<file path="config.mk">
export PLATFORM = sky130hd
export DESIGN_NAME = proc_run_monitor
export DESIGN_NICKNAME = d
export VERILOG_FILES = /design/src/rtl/proc_run_monitor.sv
export SDC_FILE = /design/constraint.sdc
export NUM_CORES = 1
export LEC_CHECK = 0
export ABC_AREA = 1
export BUFFER_PORTS_ARGS = -buffer_cell sky130_fd_sc_hd__buf_4
export CAP_MARGIN = 20
export CORE_ASPECT_RATIO = 0.9
export CORE_MARGIN = 5
export CORE_UTILIZATION = 35
export CTS_CLUSTER_SIZE = 28
export DETAILED_ROUTE_END_ITERATION = 10
export GPL_ROUTABILITY_DRIVEN = 0
export PLACE_DENSITY = 0.51
export SLEW_MARGIN = 0
export SYNTH_ARGS = -nofsm -noshare
export SYNTH_HDL_FRONTEND = slang
export SYNTH_SLANG_ARGS = --single-unit
</file>
<file path="constraint.sdc">
create_clock -name clk -period 2.2 [get_ports clk]
set_input_delay 0.22 -clock clk [delete_from_list [all_inputs] [get_ports clk]]
set_output_delay 0.22 -clock clk [all_outputs]
set_load 0.005 [all_outputs]
</file>
<file path="src/rtl/proc_run_monitor.sv">
// Run-control monitor: counts cycles/retires, classifies run end (pass/error/timeout), raises sticky stop_req after a drain period.
// Optional watchdog timeout enabled by defining PROC_RUN_MONITOR_WATCHDOG_EN.
module proc_run_monitor #(
  parameter int CNT_W     = 32,
  parameter int TIMEOUT   = 100000,
  parameter int DRAIN_CYC = 4
) (
  input  logic             clk,
  input  logic             rst_n,
  input  logic             err,
  input  logic             halt,
  input  logic             retire,
  output logic             stop_req,
  output logic [1:0]       status,
  output logic [CNT_W-1:0] cycle_cnt,
  output logic [CNT_W-1:0] instr_cnt,
  output logic [CNT_W-1:0] event_cycle
);

  localparam int DW = $clog2(DRAIN_CYC + 2);
  localparam logic [DW-1:0] DRAIN_LAST = (DRAIN_CYC > 0) ? DW'(DRAIN_CYC - 1) : {DW{1'b0}};
  localparam logic [CNT_W-1:0] CNT_MAX = {CNT_W{1'b1}};

  typedef enum logic [1:0] {
    ST_RUN     = 2'b00,
    ST_DRAIN   = 2'b01,
    ST_STOPPED = 2'b10
  } state_t;

  state_t           r_state;
  state_t           w_state_nxt;
  logic [CNT_W-1:0] r_cycle_cnt, w_cycle_nxt;
  logic [CNT_W-1:0] r_instr_cnt, w_instr_nxt;
  logic [CNT_W-1:0] r_event_cycle, w_event_nxt;
  logic [1:0]       r_status, w_status_nxt;
  logic             r_stop_req, w_stop_nxt;
  logic [DW-1:0]    r_drain_cnt, w_drain_nxt;
  logic             w_timeout;

  function automatic logic [CNT_W-1:0] sat_inc(input logic [CNT_W-1:0] v);
    return (v == CNT_MAX) ? v : v + CNT_W'(1);
  endfunction

`ifdef PROC_RUN_MONITOR_WATCHDOG_EN
  localparam int IW = $clog2(TIMEOUT + 1);
  localparam logic [IW-1:0] IDLE_LAST = IW'(TIMEOUT - 1);
  localparam logic [IW-1:0] IDLE_MAX  = IW'(TIMEOUT);

  logic [IW-1:0] r_idle_cnt;

  // Consecutive non-retire edges in RUN; frozen elsewhere.
  always_ff @(posedge clk or negedge rst_n) begin
    if (!rst_n) begin
      r_idle_cnt <= {IW{1'b0}};
    end else if (r_state == ST_RUN) begin
      if (retire) begin
        r_idle_cnt <= {IW{1'b0}};
      end else if (r_idle_cnt != IDLE_MAX) begin
        r_idle_cnt <= r_idle_cnt + IW'(1);
      end else begin
        r_idle_cnt <= r_idle_cnt;
      end
    end else begin
      r_idle_cnt <= r_idle_cnt;
    end
  end

  assign w_timeout = (r_state == ST_RUN) && !retire && (r_idle_cnt == IDLE_LAST);
`else
  assign w_timeout = 1'b0;
`endif

  // Next-state and next-value logic for all run-control registers.
  always_comb begin
    w_state_nxt  = r_state;
    w_cycle_nxt  = r_cycle_cnt;
    w_instr_nxt  = r_instr_cnt;
    w_event_nxt  = r_event_cycle;
    w_status_nxt = r_status;
    w_drain_nxt  = r_drain_cnt;
    case (r_state)
      ST_RUN: begin
        w_cycle_nxt = sat_inc(r_cycle_cnt);
        if (retire) begin
          w_instr_nxt = sat_inc(r_instr_cnt);
        end else begin
          w_instr_nxt = r_instr_cnt;
        end
        if (err || w_timeout || halt) begin
          w_event_nxt = r_cycle_cnt;
          w_drain_nxt = {DW{1'b0}};
          if (err) begin
            w_status_nxt = 2'b10;
          end else if (w_timeout) begin
            w_status_nxt = 2'b11;
          end else begin
            w_status_nxt = 2'b01;
          end
          if (DRAIN_CYC == 0) begin
            w_state_nxt = ST_STOPPED;
          end else begin
            w_state_nxt = ST_DRAIN;
          end
        end else begin
          w_state_nxt = ST_RUN;
        end
      end
      ST_DRAIN: begin
        w_cycle_nxt = sat_inc(r_cycle_cnt);
        if (r_drain_cnt == DRAIN_LAST) begin
          w_state_nxt = ST_STOPPED;
        end else begin
          w_drain_nxt = r_drain_cnt + DW'(1);
        end
      end
      ST_STOPPED: begin
        w_state_nxt = ST_STOPPED;
      end
      default: begin
        w_state_nxt = ST_RUN;
      end
    endcase
    w_stop_nxt = (w_state_nxt == ST_STOPPED);
  end

  // State and output registers.
  always_ff @(posedge clk or negedge rst_n) begin
    if (!rst_n) begin
      r_state       <= ST_RUN;
      r_cycle_cnt   <= {CNT_W{1'b0}};
      r_instr_cnt   <= {CNT_W{1'b0}};
      r_event_cycle <= {CNT_W{1'b0}};
      r_status      <= 2'b00;
      r_stop_req    <= 1'b0;
      r_drain_cnt   <= {DW{1'b0}};
    end else begin
      r_state       <= w_state_nxt;
      r_cycle_cnt   <= w_cycle_nxt;
      r_instr_cnt   <= w_instr_nxt;
      r_event_cycle <= w_event_nxt;
      r_status      <= w_status_nxt;
      r_stop_req    <= w_stop_nxt;
      r_drain_cnt   <= w_drain_nxt;
    end
  end

  assign stop_req    = r_stop_req;
  assign status      = r_status;
  assign cycle_cnt   = r_cycle_cnt;
  assign instr_cnt   = r_instr_cnt;
  assign event_cycle = r_event_cycle;

endmodule

</file>
==> results.cfg <==
[floorplan]
die-area_sq_um = 19400
fp.dieH_um = 133
die_x_um = 146
initial_core_util = 0.360
core_sq_um = 16300
ios = 104
rows = 44

[synthesis]
synth_top_area_share = 0.444
synth_cell_types = 33
synth.avg_cell_area_sq_um = 7.12
synthCells = 823
synth_seq_cells = 104
synth-warning-count = 0
synth-seq-area-share = 0.444
synthTopCellsByArea = dfrtp_1, nand2_1, nor2_1
synth_top_area_cell = dfrtp_1
syn_nets = 832
netlist_area_sq_um = 5860

[cells_and_area]
finish.instance_area_sq_um = 7310
final_layout_size_suffix_gt1_frac = 0.181
final_cells = 1151
area_growth_pct = 24.8
design.final.nets = 948
layout_commonest_cell = nand2_1
final_cell_mix = nand2_1, buf_4, dfrtp_1, nor2_1, inv_1
n_antenna_cell = 0
fill_cells = 1713
finish.utilization = 0.449

[clock_tree]
clk_pin_slew_ns = 0.07
numCtsBuffers = 9
clockBufferDepth = 2
cts_resized = 0
cts_tree = done
clk_latency_ns = 0.36
ctsHtreeMaxLevel = 3
cts_sinks = 104
cts_root_buf = clkbuf_16

[critical_path]
cp.required_ns = 2.44
crit_path_end = cycle_cnt[31]$_DFFE_PN0P_
crit_start = cycle_cnt[0]$_DFFE_PN0P_
path_class = register to register
cp-end-kind = register
arrival_ns = 2.21
crit_path_start_kind = register
r2r_end = cycle_cnt[31]$_DFFE_PN0P_
r2r_start = cycle_cnt[0]$_DFFE_PN0P_
crit_fanout = 15
rr_worst_depth = 10
rrSetupSlack_ns = 0.24

[pwr]
p_int_uw = 3670
pwr-share-seq = 0.425
sw_frac_of_total = 0.335
p_sw_uw = 1850
comb_power_share = 0.252
vdd_drop_max_v = 0.000524
pwr-share-clk = 0.324
power_density_nw_per_um2 = 754
power.static_leakage_uw = 0.00354

[sta]
finalCritPeriodShare = 0.891
hold_violations = 0
slew_headroom = 0.659
min_period_ns = 1.96
setup-tns-final_ns = 0
fmax_ghz = 0.510
clock_skew_ns = 0.00655
fin_ws_ns = 0.239
maxSlewViolCount = 0
rsz0062_at_grt = false
finalSetupViolations = 0
tightest_slew_ns = 0.509

[route]
drcViolationCount = 0
firstDrtPassIters = 5
drt_iter0_markers = 401
viasPerCell = 4.80
drt_wl_total_um = 17800
ant_nets = 0
dr_total_vias = 5525
routedWlPerCell_um = 15.4

[placed_design]
io_buffer_count = 103
place_ws_ns = 0.171
hpwl_um = 13600
dp.cells = 1132
dpl_cell_area_sq_um = 6940

[min_path]
hp-class = input port to register

[grt]
grt_max_degree = 44
grt_pass1_wl_um = 28900
grt_antenna_before_repair = 0
grt_pass1_vias = 5137
track_usage = 0.186
grt-ovfl-total = 0

[run_status]
status = completed

[run]
cap_violations = 0
==> power by group through the flow <==
stage,Clock [uW],Combinational [uW],Sequential [uW]
4_1_cts,1850,1380,2340
3_5_place_dp,0,1370,2370
2_1_floorplan,0,859,2320
5_1_grt,1920,1580,2380
6_report,1790,1390,2340
3_3_place_gp,0,1370,2370
==> metal layers <==
layer / up-vias / GRT usage / share of wire / wire length [um]
met4: 0 / 0.0392 / 0.011 / 189
met5: - / 0 / 0 / 0
met1: 2557 / 0.292 / 0.52 / 9200
met2: 153 / 0.259 / 0.41 / 7360
li1: 2802 / - / - / -
met3: 13 / 0.0431 / 0.057 / 1010
==> through the flow <==
step                      power [uW]  hold WS, ns
after CTS                       5570        0.107
after detailed placement        3750        0.198
after global placement          3740        0.199
after floorplan                 3180      -0.0756
final                           5520        0.116
after global routing            5880        0.125
==> cell families (layout without fill, tap and decap cells) <==
kind of cell             after synthesis  in the layout  synth area share
flip-flops                           104            104             0.444
buffers and inverters                 85            206            0.0621
XOR/XNOR                              21             21            0.0314
AO/OA/AOI/OAI                         43             43            0.0401
adder cells (fa/ha/maj)                4              4           0.00854
AND/OR/NAND/NOR                      566            566             0.414
==> state kept, by name (all words and copies together), names as in the netlist <==
| register | cells |
|---|---|
| cycle_cnt | 32 |
| status | 2 |
| instr_cnt | 32 |
| event_cycle | 32 |
| r_state | 2 |
| stop_req | 1 |
| r_drain_cnt | 3 |
==> cells in the mapped netlist (all sizes together) <==
| cell type | number |
|---|---|
| dfrtp | 104 |
| a22o | 1 |
| o21ai | 36 |
| clkbuf | 7 |
| nor3 | 5 |
| nand2 | 377 |
| o31ai | 2 |
| xor2 | 13 |
| a21oi | 2 |
| and2 | 2 |
| o21bai | 1 |
| nor2 | 112 |
| nand4 | 17 |
| ha | 4 |
| xnor2 | 8 |
| buf | 11 |
| inv | 67 |
| nand3b | 11 |
| nand3 | 42 |
| a32o | 1 |
==> critical path, cell delays in order (launching register included) <==
cell	delay, ns
dfrtp_1	0.45
ha_1	0.24
inv_1	0.06
nor2_2	0.21
nand2_1	0.13
nor2_1	0.11
nand2_1	0.09
nand2_2	0.21
inv_2	0.19
nand2_1	0.11
nand2_1	0.05
==> final cells by class <==
type / instances / area [sq um] / share of cell area
Multi-Input combinational cell: 634 / 2900 / 0.397
Sequential cell: 104 / 2600 / 0.356
Clock buffer: 12 / 246 / 0.0337
Timing Repair Buffer: 123 / 976 / 0.133
Tap cell: 207 / 259 / 0.0354
Inverter: 67 / 251 / 0.0344
Clock inverter: 4 / 76.3 / 0.0104
==> repair_timing <==
item / CTS / global route
hold buffers: 1 / 0
endpoints found under the setup margin: 0 / 5
setup buffers: 0 / 2
hold endpoints to repair: 30 / 0
==> worst min path at each step <==
stage               start                        end  slack (ns)  depth (start not counted)
floorplan           rst_n   cycle_cnt[0]$_DFFE_PN0P_       -0.08                          0
global placement    rst_n  instr_cnt[30]$_DFFE_PN0P_        0.20                          1
detailed placement  rst_n  instr_cnt[30]$_DFFE_PN0P_        0.20                          1
CTS                   err      status[0]$_DFFE_PN0N_        0.11                          2
global route          err      status[0]$_DFFE_PN0N_        0.13                          2
finish                err      status[0]$_DFFE_PN0N_        0.12                          2
No activity file was read; power rests on OpenSTA's default activity.
